--- config.mk ---
export PLATFORM = sky130hd
export DESIGN_NAME = pipeline_hazard_ctrl_flat
export DESIGN_NICKNAME = d
export VERILOG_FILES = /design/src/rtl/pipeline_hazard_ctrl_if.sv /design/src/rtl/pipeline_hazard_ctrl.sv /design/src/flat_wrapper.sv
export SDC_FILE = /design/constraint.sdc
export NUM_CORES = 1
export LEC_CHECK = 0
export BUFFER_PORTS_ARGS = -buffer_cell sky130_fd_sc_hd__buf_4
export CELL_PAD_IN_SITES_DETAIL_PLACEMENT = 0
export CELL_PAD_IN_SITES_GLOBAL_PLACEMENT = 2
export CORE_MARGIN = 4
export CORE_UTILIZATION = 26
export DETAILED_ROUTE_END_ITERATION = 10
export GPL_TIMING_DRIVEN = 0
export MAX_ROUTING_LAYER = met4
export PLACE_DENSITY = 0.84
export SLEW_MARGIN = 10
export SYNTH_ARGS = -nofsm -noshare
export SYNTH_HDL_FRONTEND = slang
export SYNTH_SLANG_ARGS = --single-unit
--- constraint.sdc ---
create_clock -name clk -period 1.9 [get_ports clk]
set_input_delay 0.285 -clock clk [delete_from_list [all_inputs] [get_ports clk]]
set_output_delay 0.285 -clock clk [all_outputs]
set_load 0.01 [all_outputs]
--- src/rtl/pipeline_hazard_ctrl_if.sv ---
// ----------------------------------------------------------------------------
// pipeline_hazard_ctrl_if
// Data-memory request/ready handshake between the hazard controller and the
// data memory.
//   dmem_req   : controller -> memory, an access is being requested this cycle
//   dmem_ready : memory -> controller, the requested access completes this cycle
// Handshake: an access completes on the first rising clock edge at which
// dmem_req and dmem_ready are both high. dmem_req stays high, and the
// request stays unchanged, until that edge. dmem_ready has no meaning
// while dmem_req is low.
// Modports: master = controller side, slave = memory side.
// ----------------------------------------------------------------------------
interface pipeline_hazard_ctrl_if;
    logic dmem_req;
    logic dmem_ready;

    modport master (output dmem_req, input dmem_ready);
    modport slave  (input dmem_req, output dmem_ready);
endinterface

--- src/rtl/pipeline_hazard_ctrl.sv ---
// ----------------------------------------------------------------------------
// pipeline_hazard_ctrl
// Central sequencer for a 5-stage pipeline. It generates the write-enable,
// flush and hold controls for PC, IF/ID, ID/EX, EX/MEM and MEM/WB. It handles
// three cases: taken branches resolved in MEM, load-use hazards detected in ID,
// and multi-cycle data-memory accesses. A watchdog catches memory accesses
// that never complete.
//
// Optional feature: define PERF_CNT_EN to add the stall_cnt and flush_cnt
// performance counters.
//
// Ports
//   clk, rst_n         clock (rising edge), synchronous active-low reset
//   id_rs1/id_rs2      source registers of the instruction in ID
//   id_use_rs1/2       the ID instruction really reads rs1/rs2
//   idex_rd            destination register of the instruction in EX
//   idex_MemRead       the instruction in EX is a load
//   exmem_Branch       the instruction in MEM is a conditional branch
//   exmem_zero_flag    ALU zero result of the instruction in MEM
//   exmem_funct3       funct3 of the instruction in MEM (BEQ=000, BNE=001)
//   exmem_MemRead/Write the instruction in MEM is a load/store
//   dmem               data-memory handshake (dmem_req out, dmem_ready in)
//   pc_write, pc_sel_branch, ifid_write, ifid_flush, idex_write, idex_flush,
//   exmem_hold, exmem_flush, memwb_bubble   pipeline controls
//   mem_timeout        sticky watchdog error flag
//   state_dbg          current FSM state (0=RUN, 1=WAIT, 2=ERR)
//   stall_cnt, flush_cnt  performance counters (PERF_CNT_EN only)
// ----------------------------------------------------------------------------
module pipeline_hazard_ctrl #(
    parameter int MEM_TIMEOUT = 255,
    parameter int TMO_W       = 8,
    parameter int CNT_W       = 32
) (
    input  logic                 clk,
    input  logic                 rst_n,
    input  logic [4:0]           id_rs1,
    input  logic [4:0]           id_rs2,
    input  logic                 id_use_rs1,
    input  logic                 id_use_rs2,
    input  logic [4:0]           idex_rd,
    input  logic                 idex_MemRead,
    input  logic                 exmem_Branch,
    input  logic                 exmem_zero_flag,
    input  logic [2:0]           exmem_funct3,
    input  logic                 exmem_MemRead,
    input  logic                 exmem_MemWrite,
    pipeline_hazard_ctrl_if.master dmem,
    output logic                 pc_write,
    output logic                 pc_sel_branch,
    output logic                 ifid_write,
    output logic                 ifid_flush,
    output logic                 idex_write,
    output logic                 idex_flush,
    output logic                 exmem_hold,
    output logic                 exmem_flush,
    output logic                 memwb_bubble,
    output logic                 mem_timeout,
`ifdef PERF_CNT_EN
    output logic [CNT_W-1:0]     stall_cnt,
    output logic [CNT_W-1:0]     flush_cnt,
`endif
    output logic [1:0]           state_dbg
);

    typedef enum logic [1:0] {
        S_RUN  = 2'd0,
        S_WAIT = 2'd1,
        S_ERR  = 2'd2
    } state_t;

    state_t           state, state_nx;
    logic [TMO_W-1:0] wait_cnt, wait_cnt_nx;
    logic             tmo_q, tmo_nx;

    logic taken, memop, lu;
    logic unused_funct3;

    // Only funct3[0] tells BEQ from BNE; the other bits do not matter here.
    assign unused_funct3 = ^exmem_funct3[2:1];

    assign taken = exmem_Branch & (exmem_zero_flag ^ exmem_funct3[0]);
    assign memop = exmem_MemRead | exmem_MemWrite;
    assign lu    = idex_MemRead && (idex_rd != 5'd0) &&
                   ((id_use_rs1 && (id_rs1 == idex_rd)) ||
                    (id_use_rs2 && (id_rs2 == idex_rd)));

    assign state_dbg   = state;
    // The flag register still holds its old value during the reset cycle.
    // Gate the output so it reads 0 for the whole time reset is held.
    assign mem_timeout = tmo_q & rst_n;

    always_ff @(posedge clk) begin
        if (!rst_n) begin
            state    <= S_RUN;
            wait_cnt <= '0;
            tmo_q    <= 1'b0;
        end else begin
            state    <= state_nx;
            wait_cnt <= wait_cnt_nx;
            tmo_q    <= tmo_nx;
        end
    end

    always_comb begin
        state_nx      = state;
        wait_cnt_nx   = wait_cnt;
        tmo_nx        = tmo_q;
        dmem.dmem_req = 1'b0;
        pc_write      = 1'b1;
        pc_sel_branch = 1'b0;
        ifid_write    = 1'b1;
        ifid_flush    = 1'b0;
        idex_write    = 1'b1;
        idex_flush    = 1'b0;
        exmem_hold    = 1'b0;
        exmem_flush   = 1'b0;
        memwb_bubble  = 1'b0;

        case (state)
            S_RUN: begin
                dmem.dmem_req = memop;
                if (taken) begin
                    pc_sel_branch = 1'b1;
                    ifid_flush    = 1'b1;
                    idex_flush    = 1'b1;
                    exmem_flush   = 1'b1;
                end else if (memop && !dmem.dmem_ready) begin
                    pc_write     = 1'b0;
                    ifid_write   = 1'b0;
                    idex_write   = 1'b0;
                    exmem_hold   = 1'b1;
                    memwb_bubble = 1'b1;
                    state_nx     = S_WAIT;
                    wait_cnt_nx  = TMO_W'(1);
                end else if (lu) begin
                    // A bubble goes into EX. EX/MEM keeps advancing.
                    pc_write   = 1'b0;
                    ifid_write = 1'b0;
                    idex_flush = 1'b1;
                end
            end
            S_WAIT: begin
                dmem.dmem_req = 1'b1;
                if (dmem.dmem_ready) begin
                    // Release cycle uses plain RUN controls. Any load-use is
                    // handled in RUN on the next cycle.
                    state_nx    = S_RUN;
                    wait_cnt_nx = '0;
                end else begin
                    pc_write     = 1'b0;
                    ifid_write   = 1'b0;
                    idex_write   = 1'b0;
                    exmem_hold   = 1'b1;
                    memwb_bubble = 1'b1;
                    if (wait_cnt == TMO_W'(MEM_TIMEOUT)) begin
                        state_nx = S_ERR;
                        tmo_nx   = 1'b1;
                    end else begin
                        wait_cnt_nx = wait_cnt + 1'b1;
                    end
                end
            end
            S_ERR: begin
                pc_write     = 1'b0;
                ifid_write   = 1'b0;
                idex_write   = 1'b0;
                ifid_flush   = 1'b1;
                idex_flush   = 1'b1;
                exmem_flush  = 1'b1;
                memwb_bubble = 1'b1;
            end
            default: state_nx = S_RUN;
        endcase

        // While reset is held, outputs show the reset controls whatever the
        // state register contains.
        if (!rst_n) begin
            dmem.dmem_req = 1'b0;
            pc_write      = 1'b0;
            pc_sel_branch = 1'b0;
            ifid_write    = 1'b0;
            ifid_flush    = 1'b1;
            idex_write    = 1'b0;
            idex_flush    = 1'b1;
            exmem_hold    = 1'b0;
            exmem_flush   = 1'b1;
            memwb_bubble  = 1'b1;
        end
    end

`ifdef PERF_CNT_EN
    always_ff @(posedge clk) begin
        if (!rst_n) begin
            stall_cnt <= '0;
            flush_cnt <= '0;
        end else begin
            if (state != S_ERR && !pc_write && stall_cnt != {CNT_W{1'b1}})
                stall_cnt <= stall_cnt + 1'b1;
            // pc_sel_branch is high only in RUN cycles where the branch is taken.
            if (pc_sel_branch && flush_cnt != {CNT_W{1'b1}})
                flush_cnt <= flush_cnt + 1'b1;
        end
    end
`endif

endmodule
--- src/flat_wrapper.sv ---
// flat-port wrapper written by rule: the top's interface ports become plain ports
module pipeline_hazard_ctrl_flat 
#(
    parameter int MEM_TIMEOUT = 255,
    parameter int TMO_W       = 8,
    parameter int CNT_W       = 32
)
  (clk, rst_n, id_rs1, id_rs2, id_use_rs1, id_use_rs2, idex_rd, idex_MemRead, exmem_Branch, exmem_zero_flag, exmem_funct3, exmem_MemRead, exmem_MemWrite, pc_write, pc_sel_branch, ifid_write, ifid_flush, idex_write, idex_flush, exmem_hold, exmem_flush, memwb_bubble, mem_timeout, state_dbg, dmem_dmem_req, dmem_dmem_ready);
  pipeline_hazard_ctrl_if dmem_i ();
  input  logic clk;
  input  logic rst_n;
  input  logic [4:0] id_rs1;
  input  logic [4:0] id_rs2;
  input  logic id_use_rs1;
  input  logic id_use_rs2;
  input  logic [4:0] idex_rd;
  input  logic idex_MemRead;
  input  logic exmem_Branch;
  input  logic exmem_zero_flag;
  input  logic [2:0] exmem_funct3;
  input  logic exmem_MemRead;
  input  logic exmem_MemWrite;
  output logic pc_write;
  output logic pc_sel_branch;
  output logic ifid_write;
  output logic ifid_flush;
  output logic idex_write;
  output logic idex_flush;
  output logic exmem_hold;
  output logic exmem_flush;
  output logic memwb_bubble;
  output logic mem_timeout;
  output logic [1:0] state_dbg;
  output wire logic [$bits(dmem_i.dmem_req)-1:0] dmem_dmem_req;
  input wire logic [$bits(dmem_i.dmem_ready)-1:0] dmem_dmem_ready;
  assign dmem_dmem_req = dmem_i.dmem_req;
  assign dmem_i.dmem_ready = dmem_dmem_ready;
  pipeline_hazard_ctrl #(.MEM_TIMEOUT(MEM_TIMEOUT), .TMO_W(TMO_W), .CNT_W(CNT_W)) u_core (.clk(clk), .rst_n(rst_n), .id_rs1(id_rs1), .id_rs2(id_rs2), .id_use_rs1(id_use_rs1), .id_use_rs2(id_use_rs2), .idex_rd(idex_rd), .idex_MemRead(idex_MemRead), .exmem_Branch(exmem_Branch), .exmem_zero_flag(exmem_zero_flag), .exmem_funct3(exmem_funct3), .exmem_MemRead(exmem_MemRead), .exmem_MemWrite(exmem_MemWrite), .dmem(dmem_i), .pc_write(pc_write), .pc_sel_branch(pc_sel_branch), .ifid_write(ifid_write), .ifid_flush(ifid_flush), .idex_write(idex_write), .idex_flush(idex_flush), .exmem_hold(exmem_hold), .exmem_flush(exmem_flush), .memwb_bubble(memwb_bubble), .mem_timeout(mem_timeout), .state_dbg(state_dbg));
endmodule
After elaboration in Yosys (flattened, before gate mapping)
Index checks and enable logic that the tools add are counted.
Widths: inputs -> output; s select.

word-level totals
  output and inout bits = 13
  bits in registers = 11
  bits of input ports = 28

cells by class
  add/subtract/negate cells = 1
  reduce and logical (&&, ||, !) cells = 13
  eq/ne operators = 9
  bitwise operators = 6
  mux-type cells = 39

operators with widths
  operator             count
  $mux 8               4
  $mux 1               22
  $pmux 8 s2           1
  $eq 5x5->1           2
  $pmux 1 s3           3
  $add 8x1->8 const B  1
  $eq 8x8->1 const B   1
  $mux 2               4
  $pmux 1 s2           4
  $reduce_and 4->1     2
  $pmux 2 s3           1
  $logic_and 1x1->1    5
  $reduce_bool 5->1    1
  $ne 3x2->1 const B   1
  $ne 3x3->1 const B   1
  $reduce_and 3->1     1
  $and 1x1->1          2
  $eq 2x1->1 const B   1
  $eq 2x2->1 const B   1
  $logic_not 2->1      1
  $ne 2x1->1 const B   1
  $ne 2x2->1 const B   1
  $not 1->1            2
  $reduce_bool 2->1    1
  4 further kinds      4

Logic depth before layout (Yosys ltp)
Gate-level depths: netlist of the first run.

  depth in word-level cells = 9
  gate-level depth with buffers = 6
  mapped depth without buffers = 5

Worst setup path before layout of the first run
OpenSTA, ideal clock, no wires.

  kind = register to output
  from = register u_core.state[1], in the netlist u_core.state_dbg[1]
  to = output port pc_write
  buffers on the path = 1
  arrival time = 1493 ps
  path slack = 122 ps
  required time = 1615 ps
  cell stages (with the launch flop) = 6
  cells stage by stage = dfxtp_1 -> or2_1 -> a32o_1 -> o21ai_1 -> a21oi_2 -> buf_4

on the way
  longest elaborated chain between the ends = 3

ends and longest elaborated chain
  what                                      line                        text
  start: declaration                        pipeline_hazard_ctrl.sv:71  state_t state, state_nx;
  start signal: assignment                  pipeline_hazard_ctrl.sv:98  state <= state_nx;
  $eq 2x2->1, or another cell as far along  n/a
  $pmux 1 s3 *                              n/a
  $mux 1 *                                  n/a
  end: declaration                          flat_wrapper.sv:23          output logic pc_write;

Every way passes the cells marked *; elsewhere a longest branch is shown, timed or not.

Worst setup path after layout of the first run
  from = register u_core.state[1], in the netlist u_core.state_dbg[1]
  to = output port idex_write

on the way
  longest elaborated chain between the ends = 3

ends and longest elaborated chain
  what                                      line                         text
  $eq 2x2->1, or another cell as far along  pipeline_hazard_ctrl.sv:119  case (state)
  $pmux 1 s3 *                              pipeline_hazard_ctrl.sv:119
  $mux 1 *                                  pipeline_hazard_ctrl.sv:177  if (!rst_n) begin
  end: declaration                          flat_wrapper.sv:27           output logic idex_write;

Marked as above.

==> results.sh, run 1 <==
export IMPL_status="finished, final reports clean"
export IMPL_pin_count=41
export IMPL_clk_pin_slew_ps=50
export IMPL_io_buffers=37
export IMPL_fin_crit_sh_pct=96.6
export IMPL_finalPower_w=0.000725
export IMPL_pwr_share_clk_pct=33.0
export IMPL_synth_compound_area_share_pct=23.7
export IMPL_numCtsBuffers=3
export IMPL_clock_sinks=11
export IMPL_clock_latency_ps=240
export IMPL_drv_cap=0
export IMPL_arrival_ps=1550
export IMPL_leakage_nw=0.600
export IMPL_slew_headroom_pct=69.8
export IMPL_p_comb_share_pct=33.9
export IMPL_start_util_pct=27.9
export IMPL_layout_commonest_cell="buf_4"
export IMPL_post_drt_via_cell_ratio=4.96
export IMPL_hold_class="in -> reg"
export IMPL_synth_edff_count=0
export IMPL_synth_area_per_cell_um2=8.71
export IMPL_area_delta_synth_final_pct=48.5
export IMPL_finalHoldViolations=0
export IMPL_rows=21
export IMPL_first_global_vias=923
export IMPL_grt_pass1_wl_um=4100
export IMPL_synth_seq_area_share_pct=22.8
export IMPL_antenna_found_initial=0
export IMPL_max_slew_worst_pin_slew_ps=453
export IMPL_synth_top_family_by_area="simple AND/OR/NAND/NOR gates"
export IMPL_netSwitchingPower_w=0.000211
export IMPL_fin_nets=189
export IMPL_n_fill_cell=362
export IMPL_final_cell_mix="44 x buf_4, 11 x nand3_1, 10 x xnor2_1, 10 x dfxtp_1, 7 x a21oi_1"
export IMPL_grtUsageTotal_pct=11.7
export IMPL_grt_overflow=0
export IMPL_drc=0
export IMPL_htreeDepth=1
export IMPL_ys_warn_count=0
export IMPL_ir_drop_mv=0.242
export IMPL_grt_max_degree=11
export IMPL_crit_required_ps=1620
export IMPL_cp_top_family="compound AO/OA/AOI/OAI gates"
export IMPL_critPathBufInv=3
export IMPL_cellInternalPower_w=0.000514
export IMPL_cts_buffer_depth=2
export IMPL_powerDensity_nw_per_um2=504
export IMPL_cp_max_fo=7
export IMPL_wl_per_cell_um=13.1
export IMPL_endpoint_kind="output pin"
export IMPL_cp_slowest_cell="dfxtp_4"
export IMPL_path_class="reg -> out"
export IMPL_die_w_um=69.0
export IMPL_die_h_um=69.0
export IMPL_drv_slew=0
export IMPL_gp_congestion=0.704
export IMPL_rsz0062_at_grt="false"
export IMPL_setup_violations_final=0
export IMPL_first_pass_iters=4
export IMPL_synth_async_reset_ratio_pct=0
export IMPL_die_area_um2=4760
export IMPL_synth_net_count=140
export IMPL_min_period_ps=1840
export IMPL_ys_ff_latch=11
export IMPL_synthAdderAreaFrac_pct=1.29
export IMPL_start_kind="register"
export IMPL_max_freq_mhz=545
export IMPL_seq_power_share_pct=33.1
export IMPL_dp_cells=194
export IMPL_core_area_um2=3470
export IMPL_n_antenna_cell=0
export IMPL_synth_area_mux_share_pct=6.21
export IMPL_cts_tree="done"
export IMPL_ctsRootBufferMaster="clkbuf_8"
export IMPL_ys_flop_type="dfxtp_1"
export IMPL_fin_cells=205
export IMPL_wl_um=2680
export IMPL_syn_cell_area_um2=967
export IMPL_clock_skew_ps=5.53
export IMPL_synthDistinctLibCells=46
export IMPL_drt_iter0_drc=23
export IMPL_drive_gt1_share_pct=44.7
export IMPL_synth_cells=111
export IMPL_vias=1016
export IMPL_final_antenna_net_count=0
export IMPL_hpwl_um=2030
export IMPL_p_sw_share_pct=29.1
export IMPL_cts_hold_buffers=0
export IMPL_slowest_delay_ps=370
export IMPL_synth_xor_area_share_pct=11.6
export IMPL_yosys_area_share_simple_pct=28.7
export IMPL_crit_path_cell_trace="or2_4 > a32o_2 > o21ai_2 > buf_4 > inv_2 > buf_6"
-- cells by family after synthesis --
group / after synthesis
simple gates: 45
compound gates: 27
xor+xnor: 12
flops: 11
buf+inv: 9
mux: 6
fa+ha+maj: 1
-- per-layer routing --
| metal | vias up | share of wire (%) | GRT usage [%] |
|---|---|---|---|
| met1 | 465 | 42 | 13.6 |
| met4 | 0 | 1.4 | 5.11 |
| met5 | - | 0 | - |
| li1 | 507 | - | - |
| met2 | 40 | 45 | 19.4 |
| met3 | 4 | 12 | 2.59 |
-- flip-flops by register name (all words and copies together), names as in the netlist --
register          count
u_core.state_dbg      2
u_core.tmo_q          1
u_core.wait_cnt       8
-- repair_timing --
item / in CTS / in global routing
gates resized for setup: 5 / 7
setup endpoints to repair: 4 / 4
buffers inserted: 1 / 7
pin swaps: 4 / 6
-- cell usage after synthesis (2+ instances only) --
cell      instances  share of area, %
nand3b_1          6               4.7
xnor2_1          10               9.1
nand4_1           3               1.9
inv_1             2              0.78
nor3b_1           2               1.6
nor2_1            3               1.2
o21ai_1           3               1.6
nand2_1           5               1.9
a21oi_1           7               3.6
dfxtp_1          11                23
o21a_1            3               2.3
nor2b_4           2               2.8
mux2i_1           6               6.2
buf_4             3               2.3
nand3_1          11               5.7
nor3_1            4               2.1
-- worst paths after layout --
kind                                                  startpoint                                to  slack (ps)  depth (start not counted)
worst max-delay path            u_core.state_dbg[1]$_SDFFE_PN0P_                        idex_write          60                          6
worst min-delay path                             dmem_dmem_ready  u_core.state_dbg[0]$_SDFFE_PN0P_         410                          3
worst max register to register   u_core.wait_cnt[0]$_SDFFE_PN0P_   u_core.wait_cnt[0]$_SDFFE_PN0P_         320                          4
worst min register to register         u_core.tmo_q$_SDFFE_PN0P_         u_core.tmo_q$_SDFFE_PN0P_         460                          1
-- power by group through the flow --
stage	registers, W	clock network, W	logic (W)
6_report	0.000240	0.000239	0.000245
2_1_floorplan	0.000245	0	0.000130
3_5_place_dp	0.000246	0	0.000229
3_3_place_gp	0.000246	0	0.000228
4_1_cts	0.000239	0.000250	0.000233
5_1_grt	0.000240	0.000263	0.000270
-- worst reg2reg max path, delay by kind of cell (launching register included) --
| kind | cells | cell delay (ps) |
|---|---|---|
| AO/OA/AOI/OAI | 2 | 620 |
| flip-flops | 1 | 400 |
| adder cells (fa/ha/maj) | 1 | 280 |
| AND/OR/NAND/NOR | 1 | 170 |
-- layout make-up --
| type | count | area (um^2) | share of cell area, % |
|---|---|---|---|
| buffer | 6 | 43.8 | 3.05 |
| clock buffer | 4 | 45.0 | 3.14 |
| inverter | 2 | 7.51 | 0.523 |
| multi-input combinational | 91 | 713 | 49.7 |
| sequential | 11 | 224 | 15.6 |
| tap | 46 | 57.6 | 4.01 |
| timing repair buffer | 45 | 345 | 24.0 |
-- metrics by stage --
step                      worst slack [ps]  TNS, ps  hold WS, ps  utilization (%)  area, um^2
after floorplan                        122        0          432                -         967
after global placement               -27.1    -27.1          448             37.6        1300
after detailed placement             -39.0    -39.0          449             37.6        1300
after CTS                             4.24        0          414             39.2        1360
after global routing                  6.92        0          429             41.4        1440
final                                 64.2        0          415             41.4        1440
Power figures use the tool's default switching activity.
==> run 2: changes to the inputs <==
--- a/config.mk
+++ b/config.mk
@@ -5,7 +5,7 @@
 export SDC_FILE = /design/constraint.sdc
 export NUM_CORES = 1
 export LEC_CHECK = 0
-export BUFFER_PORTS_ARGS = -buffer_cell sky130_fd_sc_hd__buf_4
+export BUFFER_PORTS_ARGS = -buffer_cell sky130_fd_sc_hd__buf_2
 export CELL_PAD_IN_SITES_DETAIL_PLACEMENT = 0
 export CELL_PAD_IN_SITES_GLOBAL_PLACEMENT = 2
 export CORE_MARGIN = 4
==> results.sh, run 2 (same netlist as run 1, synthesis figures left out) <==
export IMPL_status="finished, final reports clean"
export IMPL_clock_latency_ps=240
export IMPL_dp_cells=194
export IMPL_crit_path_cell_trace="buf_4 > or4_4 > o21a_1 > nor2b_4 > a21oi_2 > buf_2"
export IMPL_p_comb_share_pct=31.0
export IMPL_hold_class="reg -> reg"
export IMPL_drv_slew=0
export IMPL_start_util_pct=27.9
export IMPL_pin_count=41
export IMPL_drt_iter0_drc=16
export IMPL_netSwitchingPower_w=0.000202
export IMPL_clock_sinks=11
export IMPL_cellInternalPower_w=0.000485
export IMPL_first_pass_iters=6
export IMPL_ctsRootBufferMaster="clkbuf_8"
export IMPL_die_h_um=69.0
export IMPL_max_flop_register="u_core.wait_cnt"
export IMPL_drive_gt1_share_pct=42.6
export IMPL_critPathBufInv=2
export IMPL_area_delta_synth_final_pct=35.4
export IMPL_wl_um=2570
export IMPL_clock_skew_ps=1.00
export IMPL_cts_hold_buffers=0
export IMPL_antenna_found_initial=0
export IMPL_clk_pin_slew_ps=50
export IMPL_io_buffers=37
export IMPL_final_util_pct=37.8
export IMPL_place_area_um2=1210
export IMPL_wl_per_cell_um=12.8
export IMPL_powerDensity_nw_per_um2=525
export IMPL_path_class="in -> out"
export IMPL_slowest_delay_ps=520
export IMPL_cp_max_fo=3
export IMPL_setup_violations_final=0
export IMPL_min_period_ps=1850
export IMPL_cp_top_family="simple AND/OR/NAND/NOR gates"
export IMPL_pwr_share_clk_pct=34.2
export IMPL_hpwl_um=2040
export IMPL_ir_drop_mv=0.390
export IMPL_final_antenna_net_count=0
export IMPL_grtUsageTotal_pct=11.8
export IMPL_drc=0
export IMPL_cp_slowest_cell="or4_4"
export IMPL_layout_commonest_cell="buf_2"
export IMPL_crit_required_ps=1620
export IMPL_final_area_um2=1310
export IMPL_rows=21
export IMPL_first_global_vias=935
export IMPL_hold_ws_ps=457
export IMPL_htreeDepth=1
export IMPL_grt_pass1_wl_um=4150
export IMPL_fin_crit_sh_pct=97.4
export IMPL_cts_buffer_depth=2
export IMPL_die_area_um2=4760
export IMPL_slew_headroom_pct=68.8
export IMPL_vias=983
export IMPL_leakage_nw=0.550
export IMPL_die_w_um=69.0
export IMPL_p_sw_share_pct=29.4
export IMPL_n_antenna_cell=0
export IMPL_grt_max_degree=11
export IMPL_endpoint_kind="output pin"
export IMPL_fin_cells=201
export IMPL_numCtsBuffers=3
export IMPL_rsz0062_at_grt="false"
export IMPL_grt_overflow=0
export IMPL_post_drt_via_cell_ratio=4.89
export IMPL_drv_cap=0
export IMPL_finalHoldViolations=0
export IMPL_start_kind="primary input"
export IMPL_seq_power_share_pct=34.8
export IMPL_max_freq_mhz=541
export IMPL_fin_setup_tns_ps=0
export IMPL_max_slew_worst_pin_slew_ps=468
export IMPL_gp_congestion=0.767
export IMPL_arrival_ps=1560
export IMPL_core_area_um2=3470
export IMPL_cts_tree="done"
export IMPL_final_cell_mix="36 x buf_2, 11 x nand3_1, 10 x xnor2_1, 10 x dfxtp_1, 7 x a21oi_1"
export IMPL_largest_reg_flops=8
export IMPL_fin_nets=185
-- run 2: power by group through the flow --
stage | Combinational, W | Clock, W | Sequential [W]
final | 0.000213 | 0.000235 | 0.000239
after detailed placement | 0.000205 | 0 | 0.000245
after global routing | 0.000236 | 0.000258 | 0.000240
after CTS | 0.000213 | 0.000247 | 0.000239
after floorplan | 0.000130 | 0 | 0.000245
after global placement | 0.000203 | 0 | 0.000245
-- run 2: stage by stage --
step / setup slack (ps) / power (W)
detailed placement: -29.5 / 0.000451
finish: 50.2 / 0.000687
floorplan: 122 / 0.000375
CTS: 20.2 / 0.000700
global route: 2.12 / 0.000735
global placement: -28.8 / 0.000448
-- run 2: path summary, 6_finish.rpt --
path	endpoint	cells after the start	slack, ps	start
worst min register to register	u_core.tmo_q$_SDFFE_PN0P_	1	460	u_core.tmo_q$_SDFFE_PN0P_
worst max-delay path	ifid_write	6	50	idex_rd[0]
worst max register to register	u_core.wait_cnt[0]$_SDFFE_PN0P_	4	340	u_core.wait_cnt[0]$_SDFFE_PN0P_
worst min-delay path	u_core.tmo_q$_SDFFE_PN0P_	1	460	u_core.tmo_q$_SDFFE_PN0P_
-- run 2: routing by layer --
layer / vias to the layer above / global-route usage [%] / share of wire, %
met5: - / - / 0
met1: 441 / 12.8 / 44
met2: 36 / 21.0 / 45
li1: 502 / - / -
met3: 4 / 3.08 / 9.7
met4: 0 / 3.65 / 1.1
-- run 2: timing repair --
action	in CTS	in global routing
setup endpoints to repair	4	3
pin swaps	4	6
buffers inserted	3	1
resized for setup	7	4
-- run 2: worst register-to-register path, delay by kind of cell (launching register included) --
kind,cells,cell delay [ps]
compound gates,2,610
flops,1,380
fa+ha+maj,1,290
simple gates,1,170
-- run 2: final cells by class --
class,count,area (um^2)
Timing Repair Buffer,41,224
Clock buffer,4,45.0
Multi-Input combinational cell,91,708
Sequential cell,11,224
Fill cell,367,2160
Tap cell,46,57.6
Inverter,2,7.51
Buffer,6,43.8
==> run 3: changes to the inputs <==
--- a/config.mk
+++ b/config.mk
@@ -8,6 +8,7 @@
 export BUFFER_PORTS_ARGS = -buffer_cell sky130_fd_sc_hd__buf_2
 export CELL_PAD_IN_SITES_DETAIL_PLACEMENT = 0
 export CELL_PAD_IN_SITES_GLOBAL_PLACEMENT = 2
+export CORE_ASPECT_RATIO = 1.1
 export CORE_MARGIN = 4
 export CORE_UTILIZATION = 26
 export DETAILED_ROUTE_END_ITERATION = 10
==> results.sh, run 3 (same netlist as run 1, synthesis figures left out) <==
export IMPL_status="finished, final reports clean"
export IMPL_drt_iter0_drc=35
export IMPL_fin_crit_sh_pct=99.4
export IMPL_hpwl_um=1980
export IMPL_clock_skew_ps=1.03
export IMPL_wl_per_cell_um=12.6
export IMPL_die_h_um=72.0
export IMPL_min_period_ps=1890
export IMPL_leakage_nw=0.572
export IMPL_n_fill_cell=373
export IMPL_final_cell_mix="34 x buf_2, 11 x nand3_1, 10 x xnor2_1, 9 x dfxtp_1, 8 x buf_4"
export IMPL_setup_violations_final=0
export IMPL_io_buffers=37
export IMPL_cts_hold_buffers=0
export IMPL_max_freq_mhz=529
export IMPL_reg2reg_from="u_core.wait_cnt[0]$_SDFFE_PN0P_"
export IMPL_hp_start="rst_n"
export IMPL_pin_count=41
export IMPL_clock_latency_ps=260
export IMPL_hold_class="in -> reg"
export IMPL_die_area_um2=4760
export IMPL_arrival_ps=1600
export IMPL_cp_max_fo=4
export IMPL_largest_reg_flops=8
export IMPL_gp_congestion=0.810
export IMPL_grt_max_degree=11
export IMPL_path_class="reg -> out"
export IMPL_crit_required_ps=1620
export IMPL_n_antenna_cell=0
export IMPL_drc=0
export IMPL_start_kind="register"
export IMPL_core_area_um2=3470
export IMPL_finalHoldViolations=0
export IMPL_die_w_um=66.2
export IMPL_vias=993
export IMPL_max_slew_worst_pin_slew_ps=421
export IMPL_cts_buffer_depth=2
export IMPL_clock_sinks=11
export IMPL_fin_nets=189
export IMPL_area_delta_synth_final_pct=40.5
export IMPL_rsz0062_at_grt="true"
export IMPL_wl_um=2600
export IMPL_first_global_vias=950
export IMPL_antenna_found_initial=0
export IMPL_numCtsBuffers=3
export IMPL_layout_commonest_cell="buf_2"
export IMPL_slew_headroom_pct=71.9
export IMPL_ctsRootBufferMaster="clkbuf_4"
export IMPL_start_util_pct=27.9
export IMPL_post_drt_via_cell_ratio=4.80
export IMPL_grtUsageTotal_pct=11.1
export IMPL_grt_overflow=0
export IMPL_clk_pin_slew_ps=70
export IMPL_final_util_pct=39.2
export IMPL_ir_drop_mv=0.333
export IMPL_htreeDepth=1
export IMPL_drv_slew=0
export IMPL_fin_setup_tns_ps=0
export IMPL_powerDensity_nw_per_um2=461
export IMPL_first_pass_iters=3
export IMPL_grt_pass1_wl_um=4200
export IMPL_rows=22
export IMPL_drv_cap=0
export IMPL_cts_tree="done"
export IMPL_max_flop_register="u_core.wait_cnt"
export IMPL_final_antenna_net_count=0
export IMPL_drive_gt1_share_pct=45.3
export IMPL_crit_start="u_core.state_dbg[1]$_SDFFE_PN0P_"
export IMPL_endpoint_kind="output pin"
## run 3: routing by layer
| metal | vias up | track usage (%) | wire length, um |
|---|---|---|---|
| met5 | - | - | 0 |
| met4 | 0 | 2.03 | 9 |
| met3 | 2 | 3.87 | 208 |
| met2 | 28 | 16.9 | 1160 |
| met1 | 454 | 14.3 | 1220 |
| li1 | 509 | - | - |
## run 3: path summary, 6_finish.rpt
path                                       to  slack (ps)  depth (start not counted)
min reg2reg         u_core.tmo_q$_SDFFE_PN0P_         470                          1
max                                  pc_write          10                          6
max reg2reg   u_core.wait_cnt[7]$_SDFFE_PN0P_         290                          5
min          u_core.state_dbg[1]$_SDFFE_PN0P_         420                          2
## run 3: metrics by stage
| step | total power [W] | cell area [um^2] | cells | setup slack (ps) | hold WS, ps |
|---|---|---|---|---|---|
| 6_report | 0.000627 | 1360 | 207 | 10.9 | 421 |
| 5_1_grt | 0.000672 | 1360 | 207 | -50.4 | 456 |
| 4_1_cts | 0.000623 | 1320 | 206 | 7.48 | 431 |
| 3_5_place_dp | 0.000449 | 1210 | 196 | -15.0 | 456 |
| 3_3_place_gp | 0.000447 | 1210 | 196 | -10.8 | 444 |
| 2_1_floorplan | 0.000375 | 967 | 111 | 122 | 432 |
## run 3: where the power goes
group | switching, W | internal [W]
clock | 0.0000776 | 0.0000811
sequential | 0.00000483 | 0.000234
combinational | 0.000114 | 0.000116
## run 3: area by class of cell
class	instances	area, um^2	share of cell area (%)
well taps	48	60.1	4.42
plain buffers	7	51.3	3.78
inverters	2	7.51	0.552
repair buffers	44	275	20.3
multi-input cells	91	713	52.5
clock buffers	4	26.3	1.93
flip-flops and latches	11	225	16.6
## run 3: what timing repair did
item | CTS | global route
endpoints found under the setup margin | 4 | 5
setup buffers | 6 | 1
resized for setup | 8 | 8
pin swaps | 5 | 7
hold endpoints to repair | 0 | 0
## run 3: critical path, cell delays in order, from the launching register on
cell and delay, ps:
dfxtp_4 370, or2_4 230, a32o_2 270, o21ai_2 160, a21oi_2 60, buf_4 140, buf_6 110
